### src/rtl/forwarding_hazard_unit.sv
`default_nettype none
// ============================================================================
// Module  : forwarding_hazard_unit
// Brief   : Tracks in-flight destinations, drives operand forwarding selects,
//           stalls decode one cycle on load-use and counts stall cycles.
// Revision: 1.0
// ============================================================================
module forwarding_hazard_unit #(
   parameter int REG_AW = 5,
   parameter int CNT_W  = 8
) (
   input  logic              clk,
   input  logic              rst,
   input  logic [23:0]       ins,
   output logic [1:0]        mux_sel_A,
   output logic [1:0]        mux_sel_B,
   output logic              imm_sel,
   output logic [REG_AW-1:0] RW_dm,
   output logic              stall,
   output logic [CNT_W-1:0]  stall_count
);

   localparam logic [1:0] SEL_BANK = 2'b00;
   localparam logic [1:0] SEL_EX   = 2'b01;
   localparam logic [1:0] SEL_DM   = 2'b10;
   localparam logic [1:0] SEL_WB   = 2'b11;

   logic              dec_imm, dec_valid, dec_load;
   logic [REG_AW-1:0] dec_rd, dec_rs1, dec_rs2;

   logic              ex_valid_q, dm_valid_q, wb_valid_q;
   logic [REG_AW-1:0] ex_rd_q,    dm_rd_q,    wb_rd_q;
   logic              ex_load_q;

   logic              ex_valid_d;
   logic [REG_AW-1:0] ex_rd_d;
   logic              ex_load_d;

   logic [1:0]        sel_a_d, sel_b_d, sel_a_q, sel_b_q;
   logic              imm_d, imm_q;
   logic [REG_AW-1:0] rw_dm_d, rw_dm_q;
   logic [CNT_W-1:0]  cnt_d, cnt_q;
   logic              stall_w;

   assign dec_imm   = ins[23];
   assign dec_load  = ins[21];
   assign dec_rd    = ins[18:14];
   assign dec_rs1   = ins[13:9];
   assign dec_rs2   = ins[8:4];
   // R0 is a write sink: a write to it must never be forwarded.
   assign dec_valid = ins[22] && (dec_rd != '0);

   function automatic logic [1:0] fwd_sel(
      input logic [REG_AW-1:0] src,
      input logic              exv, input logic [REG_AW-1:0] exrd,
      input logic              dmv, input logic [REG_AW-1:0] dmrd,
      input logic              wbv, input logic [REG_AW-1:0] wbrd
   );
      if (exv && exrd == src)      return SEL_EX;
      else if (dmv && dmrd == src) return SEL_DM;
      else if (wbv && wbrd == src) return SEL_WB;
      else                         return SEL_BANK;
   endfunction

   always_comb begin
      stall_w = ex_valid_q && ex_load_q &&
                ((ex_rd_q == dec_rs1) || ((ex_rd_q == dec_rs2) && !dec_imm));
      stall_w = stall_w && !rst;
   end

   always_comb begin
      ex_valid_d = dec_valid;
      ex_rd_d    = dec_rd;
      ex_load_d  = dec_load;
      sel_a_d    = fwd_sel(dec_rs1, ex_valid_q, ex_rd_q, dm_valid_q, dm_rd_q,
                           wb_valid_q, wb_rd_q);
      sel_b_d    = fwd_sel(dec_rs2, ex_valid_q, ex_rd_q, dm_valid_q, dm_rd_q,
                           wb_valid_q, wb_rd_q);
      imm_d      = dec_imm;
      cnt_d      = cnt_q;
      if (stall_w) begin
         // Bubble into EX; the held instruction re-decodes next cycle.
         ex_valid_d = 1'b0;
         ex_rd_d    = '0;
         ex_load_d  = 1'b0;
         sel_a_d    = SEL_BANK;
         sel_b_d    = SEL_BANK;
         imm_d      = 1'b0;
         if (cnt_q != '1) cnt_d = cnt_q + 1'b1;
      end
      rw_dm_d = ex_valid_q ? ex_rd_q : '0;
   end

   always_ff @(posedge clk or posedge rst) begin
      if (rst) begin
         ex_valid_q <= 1'b0;
         ex_rd_q    <= '0;
         ex_load_q  <= 1'b0;
         dm_valid_q <= 1'b0;
         dm_rd_q    <= '0;
         wb_valid_q <= 1'b0;
         wb_rd_q    <= '0;
         sel_a_q    <= SEL_BANK;
         sel_b_q    <= SEL_BANK;
         imm_q      <= 1'b0;
         rw_dm_q    <= '0;
         cnt_q      <= '0;
      end else begin
         ex_valid_q <= ex_valid_d;
         ex_rd_q    <= ex_rd_d;
         ex_load_q  <= ex_load_d;
         dm_valid_q <= ex_valid_q;
         dm_rd_q    <= ex_rd_q;
         wb_valid_q <= dm_valid_q;
         wb_rd_q    <= dm_rd_q;
         sel_a_q    <= sel_a_d;
         sel_b_q    <= sel_b_d;
         imm_q      <= imm_d;
         rw_dm_q    <= rw_dm_d;
         cnt_q      <= cnt_d;
      end
   end

   assign mux_sel_A   = sel_a_q;
   assign mux_sel_B   = sel_b_q;
   assign imm_sel     = imm_q;
   assign RW_dm       = rw_dm_q;
   assign stall       = stall_w;
   assign stall_count = cnt_q;

endmodule
`default_nettype wire

### config.mk
export PLATFORM = sky130hd
export DESIGN_NAME = forwarding_hazard_unit
export DESIGN_NICKNAME = d
export VERILOG_FILES = /design/src/rtl/forwarding_hazard_unit.sv
export SDC_FILE = /design/constraint.sdc
export NUM_CORES = 1
export LEC_CHECK = 0
export CAP_MARGIN = 20
export CORE_ASPECT_RATIO = 0.6
export CORE_MARGIN = 2
export CORE_UTILIZATION = 52
export DETAILED_ROUTE_END_ITERATION = 12
export PLACE_DENSITY = 0.83
export SLEW_MARGIN = 40
export SYNTH_ARGS = -nofsm -noshare
export SYNTH_HDL_FRONTEND = slang
export SYNTH_SLANG_ARGS = --single-unit
### constraint.sdc
create_clock -name clk -period 7.85 [get_ports clk]
set_input_delay 1.57 -clock clk [delete_from_list [all_inputs] [get_ports clk]]
set_output_delay 1.57 -clock clk [all_outputs]
set_load 0.01 [all_outputs]
==> qor.yml, run 1 <==
fmax_mhz: 170.1
finalCriticalPeriod_ns: 5.879
combPwrFrac: 0.142
path_clk_slew_ns: 0.08
worst_ep_arrival_time_ns: 4.31
synth-simple-area-share: 0.1601
crit_required_ns: 6.28
cts_buffers: 5
nets: 214
skew_ns: 0.01235
status: "finished, final reports clean"
ys_seq_area_frac: 0.5335
die_w_um: 78.58
setup_viol: 0
p_int_w: 0.0003026
pwr-share-seq: 0.521
tightest_slew_ns: 0.6060
ys_types: 33
critPathLaunch: "ins[9]"
hold_path.startpoint: "dm_valid_q"
drtIter0Drc: 66
p_leak_nw: 0.9919
powerDensity_nw_per_um2: 179.2
critPathKind: "in -> out"
fp.coreArea_um2: 3223
drv_slew: 0
netlist_top_cells_area: "dfrtp_1, xor2_1, a2111oi_4"
rr_endpoint: "stall_count[6]"
synth_top_cell_by_area: "dfrtp_1"
area_growth_pct: 30.43
gp_congestion: 0.9392
ctsLongestPathBuffers: 2
r2r_start: "ex_rd_q[0]"
synth-seq-cells: 37
grt_first_pass_wirelength_mm: 6.106
row_count: 16
routed_wl_mm: 3.513
clock-sinks: 37
port-buffer-count: 38
min_to: "wb_valid_q"
drv_cap: 0
vdd_drop_max_uv: 106.9
antenna_left: 0
cts_root_buf: "clkbuf_8"
hold_viol: 0
drive_gt1_frac: 0.08511
first_global_vias: 1266
postSynthCellCount: 144
syn-num-nets: 171
avgSynthCellArea_um2: 12.05
synthMuxAreaShare: 0.01875
ios: 45
synth_fa_ha_area_frac: 0.007210
cts_tree: "built"
yosysWarnings: 0
place_ws_ns: 1.796
hold_path.class: "reg -> reg"
p_clk_frac: 0.338
final.setup.worst_slack_ns: 1.971
cts_resized: 0
slew_headroom: 0.5948
synth_top_family_by_area: "XOR/XNOR gates"
drt_pass1_iterations: 4
net-switching-power_w: 0.0001030
grt.total_usage: 0.2146
synthXorXnorAreaFrac: 0.1766
start_util: 0.5384
htree_levels: 2
antenna_found_initial: 0
rsz0062_at_grt: "false"
synth.top_cell.area_share: 0.5335
hold_depth: 0
dp_hpwl_mm: 2.674
critPathMaxFanout: 11
fin_setup_tns_ns: 0
fin_crit_sh: 0.7489
synth_area_um2: 1735
detail_route.vias_per_cell: 5.202
drc: 0
cts_setup_buffers: 0
die_h_um: 48.75
p_sw_frac: 0.2539
r2r.worst_path.cells: 5
diodes: 0
reg2reg_slack_ns: 5.53
critPathCaptureType: "output pin"
startpoint_type: "input port"
synth_compound_area_frac: 0.08796
cts-hold-fix-buffers: 0
grt_max_degree: 40
wl_per_cell_um: 15.08
fp.dieArea_um2: 3831
grt_overflow_total: 0
clk_latency_ns: 0.29
vias: 1212
-- kinds of logic (layout without fill, tap and decap cells) --
group,after synthesis,count (layout)
compound gates,16,16
xor+xnor,35,35
simple gates,46,46
mux,3,3
flops,37,37
fa+ha+maj,1,1
buf+inv,6,50
-- layout by cell type (no fill, tap or decap), drive strengths merged --
cell / Yosys / layout
nand2b: 1 / 1
o21a: 1 / 1
and4: 1 / 1
dfrtp: 37 / 37
a2bb2oi: 2 / 2
clkdlybuf4s50: 0 / 38
nor3: 3 / 3
nand3b: 1 / 1
mux2i: 1 / 1
nor2b: 8 / 8
clkbuf: 1 / 6
nand2: 6 / 6
a21oi: 5 / 5
or4: 1 / 1
mux2: 2 / 2
a221oi: 1 / 1
xnor2: 6 / 6
and2: 5 / 5
clkinv: 0 / 2
nor4: 4 / 4
nand4: 2 / 2
xor2: 29 / 29
a211oi: 2 / 2
and3: 3 / 3
buf: 2 / 1
o31ai: 1 / 1
nand3: 6 / 6
a2111oi: 2 / 2
inv: 3 / 3
o21ai: 2 / 2
nor2: 5 / 5
ha: 1 / 1
-- state kept, by name, indices dropped and copies added (netlist names) --
| signal | flops |
|---|---|
| stall_count | 8 |
| RW_dm | 5 |
| dm_rd_q | 5 |
| ex_rd_q | 5 |
| wb_rd_q | 5 |
| mux_sel_A | 2 |
| mux_sel_B | 2 |
| dm_valid_q | 1 |
| ex_load_q | 1 |
| ex_valid_q | 1 |
| imm_sel | 1 |
| wb_valid_q | 1 |
-- metal layers --
| metal | vias to the layer above | track usage | part of all wire |
|---|---|---|---|
| met4 | 0 | 0.07602 | 0.018 |
| met1 | 579 | 0.2965 | 0.45 |
| met2 | 47 | 0.3305 | 0.47 |
| met3 | 9 | 0.05784 | 0.060 |
| met5 | - | 0 | 0 |
| li1 | 577 | - | - |
-- layout make-up --
type / count / area [µm²]
flip-flops and latches: 37 / 925.9
inverters: 3 / 11.26
well taps: 45 / 56.30
clock buffers: 6 / 82.58
fillers: 249 / 959.7
repair buffers: 39 / 387.9
clock inverters: 2 / 13.76
multi-input cells: 101 / 785.8
-- how the worst max path moves through the flow --
stage / to
2_1_floorplan: stall
3_3_place_gp: stall
6_report: stall
3_5_place_dp: stall
5_1_grt: stall
4_1_cts: stall
-- stage by stage --
step | hold WS [ns] | power, W | utilization | cell area, µm² | std cells
final | 0.4257 | 0.0004056 | 0.7023 | 2263 | 233
after global routing | 0.4478 | 0.0004236 | 0.7023 | 2263 | 233
after CTS | 0.4211 | 0.0004089 | 0.7011 | 2260 | 233
after detailed placement | 0.4105 | 0.0002721 | 0.6712 | 2163 | 225
after global placement | 0.3988 | 0.0002698 | 0.6712 | 2163 | 225
after floorplan | 0.3519 | 0.0002416 | - | 1735 | 144
-- power groups by stage --
stage               Combinational, W  Sequential [W]  Clock (W)
global route               0.0000633        0.000213   0.000147
global placement           0.0000555        0.000214          0
finish                     0.0000574        0.000211   0.000137
detailed placement         0.0000573        0.000215          0
floorplan                  0.0000271        0.000215          0
CTS                        0.0000577        0.000211   0.000140
-- worst max-delay path, stage by stage --
cell	delay (ns)
clkdlybuf4s50_1	0.52
xor2_1	0.22
nor3_1	0.25
nand3_1	0.48
a21oi_2	0.63
clkdlybuf4s50_1	0.64
-- synthesized netlist by cell type (all sizes together) --
cell type  number
mux2i           1
nand3b          1
ha              1
nand2           6
nor2            5
and4            1
nand4           2
nor2b           8
nor4            4
mux2            2
xor2           29
nor3            3
o21a            1
inv             3
and2            5
o21ai           2
or4             1
a2111oi         2
buf             2
nand3           6
a211oi          2
a21oi           5
xnor2           6
a221oi          1
dfrtp          37
o31ai           1
and3            3
nand2b          1
clkbuf          1
a2bb2oi         2
No activity file was read; power rests on OpenSTA's default activity.
==> inputs of run 2 (changes only) <==
Settings changed: CORE_UTILIZATION 52 to 43, PLACE_DENSITY 0.83 to 0.74.
Clock period 7.85 ns to 5.05 ns, I/O delays scaled along.
==> run 2 against run 1 <==
Clock skew is 0.0043 ns lower. Flip-flop and latch count did not move. Count of clock-buffer cells in the layout unchanged. First-iteration DRC count fell by 26%. Sequential share of layout area is 0.51 points lower. Power increased by 65%. Wire length decreased by 1.6%. Worst hold slack gained 0.0027 ns. Sequential power up 56%. Design area rose by 1.3%. Global-route usage shrank 4.1 points.
==> qor.yml, run 2 (synthesized netlist as in run 1, its figures left out) <==
slew_headroom: 0.6995  # +0.1046
diodes: 0  # unchanged
routed_wl_mm: 3.458  # -1.6%
pwr-share-seq: 0.491  # -0.030
grt_max_degree: 39  # -2.5%
drv_cap: 0  # unchanged
setup_viol: 0  # unchanged
powerDensity_nw_per_um2: 291.8  # +63%
critPathMaxFanout: 11  # unchanged
layout_common_cells: "clkdlybuf4s50_1, dfrtp_1, xor2_1"
gp_congestion: 0.8698  # -7.4%
antenna_found_initial: 0  # unchanged
area_growth_pct: 32.08
place_ws_ns: 0.8699  # -0.9262 ns
hold_viol: 0  # unchanged
crit_family: "buffers and inverters"
clock-sinks: 37  # unchanged
die_h_um: 53.21  # +9.1%
path_cells: "clkdlybuf4s50_1, xor2_1, nor3_1, nand3_1, buf_4, a21oi_1, buf_4, clkdlybuf4s50_1"
fp.dieArea_um2: 4577  # +19%
rsz0062_at_grt: "false"
crit_required_ns: 4.04  # -2.24 ns
drt_pass1_iterations: 5  # +1
clk_latency_ns: 0.29  # about the same
vdd_drop_max_uv: 126.2  # +18%
hold_path.class: "reg -> reg"
critPathMaxStageDelay_ns: 0.55  # -0.09 ns
drtIter0Drc: 49  # -26%
p_clk_frac: 0.374  # +0.036
net-switching-power_w: 0.0001604  # +56%
ctsLongestPathBuffers: 2  # unchanged
r2r.worst_path.cells: 5  # unchanged
drive_gt1_frac: 0.08421  # -0.0008959
grt.total_usage: 0.1734  # -0.04119
p_sw_frac: 0.2398  # -0.01406
multi_input_area_um2: 782.0  # -0.48%
final_common_cell: "clkdlybuf4s50_1"
fin_util: 0.6088  # -0.09341
fp.coreArea_um2: 3765  # +17%
cts_buffers: 5  # unchanged
reg2reg_slack_ns: 3.07  # -2.46 ns
status: "finished, final reports clean"
fin_setup_tns_ns: 0  # unchanged
cp_num_cells: 8  # +2
antenna_left: 0  # unchanged
fill_cells: 297  # +19%
vias: 1222  # +0.83%
worst_ep_arrival_time_ns: 3.18  # -1.13 ns
drc: 0  # unchanged
r2r_start: "ex_rd_q[2]"
hold_path.startpoint: "dm_valid_q"
skew_ns: 0.008085  # -0.004260 ns
fin_crit_sh: 0.8303
critPathLaunch: "ins[9]"
detail_route.vias_per_cell: 5.156  # -0.88%
grt_first_pass_wirelength_mm: 5.809  # -4.9%
rr_endpoint: "stall_count[6]"
cts_resized: 0  # unchanged
slowest_stage: "clkdlybuf4s50_1"
drv_slew: 0  # unchanged
dp_hpwl_mm: 2.719  # +1.7%
wl_per_cell_um: 14.59  # -3.2%
finalCriticalPeriod_ns: 4.193
cts_setup_buffers: 0  # unchanged
ios: 45  # unchanged
critPathCaptureType: "output pin"
combPwrFrac: 0.135  # -0.007
hold_depth: 0  # unchanged
port-buffer-count: 38  # unchanged
min_to: "wb_valid_q"
nets: 216  # +0.93%
cts_tree: "built"
path_clk_slew_ns: 0.08  # about the same
seqCellArea_um2: 925.9  # unchanged
critPathKind: "in -> out"
startpoint_type: "input port"
start_util: 0.4610  # -0.07748
row_count: 17  # +1
p_int_w: 0.0005085  # +68%
largest_reg_flops: 8  # unchanged
tightest_slew_ns: 0.4508  # -0.1552 ns
die_w_um: 86.02  # +9.5%
htree_levels: 2  # unchanged
cts-hold-fix-buffers: 0  # unchanged
p_leak_nw: 1.006  # +1.4%
grt_overflow_total: 0  # unchanged
worstPathBufferInverterCount: 4  # +2
fmax_mhz: 238.5
cts_root_buf: "clkbuf_8"
final.setup.worst_slack_ns: 0.8567  # -1.115 ns
first_global_vias: 1223  # -3.4%
run 2: cell types whose count changed in the layout (fill, tap and decap cells not counted), sizes merged:
cell,change
buf,+2
bufinv,+1
clkinv,-1
run 2: worst max path at each step:
| stage | end | slack, ns |
|---|---|---|
| after floorplan | stall | 1.30 |
| after global placement | stall | 0.89 |
| after detailed placement | stall | 0.87 |
| after CTS | stall | 0.86 |
| after global routing | stall | 0.72 |
| final | stall | 0.86 |
run 2: worst register-to-register path, stage by stage (launching register included):
cell and delay (ns):
dfrtp_1 0.46, xor2_1 0.19, nor2_1 0.29, nand3b_4 0.20
a2111oi_4 0.38, mux2_1 0.35
run 2: power by group through the flow:
stage / clock (W) / combinational (W) / sequential [W]
final: 0.000250 / 0.0000901 / 0.000329
after global routing: 0.000273 / 0.0000994 / 0.000331
after CTS: 0.000257 / 0.0000910 / 0.000329
after detailed placement: 0 / 0.0000906 / 0.000335
after global placement: 0 / 0.0000870 / 0.000333
after floorplan: 0 / 0.0000421 / 0.000334
run 2: cell type report:
type | instances | area share
repair buffers | 41 | 0.1758
flip-flops and latches | 37 | 0.4039
multi-input cells | 101 | 0.3412
clock inverters | 2 | 0.01692
clock buffers | 6 | 0.03166
inverters | 3 | 0.004913
well taps | 47 | 0.02566
run 2: stage by stage:
step                      instance area (µm²)  hold WS, ns   power, W  std cells
after floorplan                          1735       0.3519  0.0003756        144
after global placement                   2181       0.4021  0.0004200        229
after detailed placement                 2181       0.4085  0.0004254        229
after CTS                                2292       0.4263  0.0006764        237
after global routing                     2292       0.4521  0.0007024        237
final                                    2292       0.4284  0.0006689        237
run 2: layer usage:
| metal | global-route usage | up-vias | part of all wire |
|---|---|---|---|
| met5 | 0 | - | 0 |
| met4 | 0.06614 | 0 | 0.015 |
| met3 | 0.04836 | 5 | 0.051 |
| met2 | 0.2713 | 42 | 0.47 |
| met1 | 0.2314 | 595 | 0.46 |
| li1 | - | 580 | - |
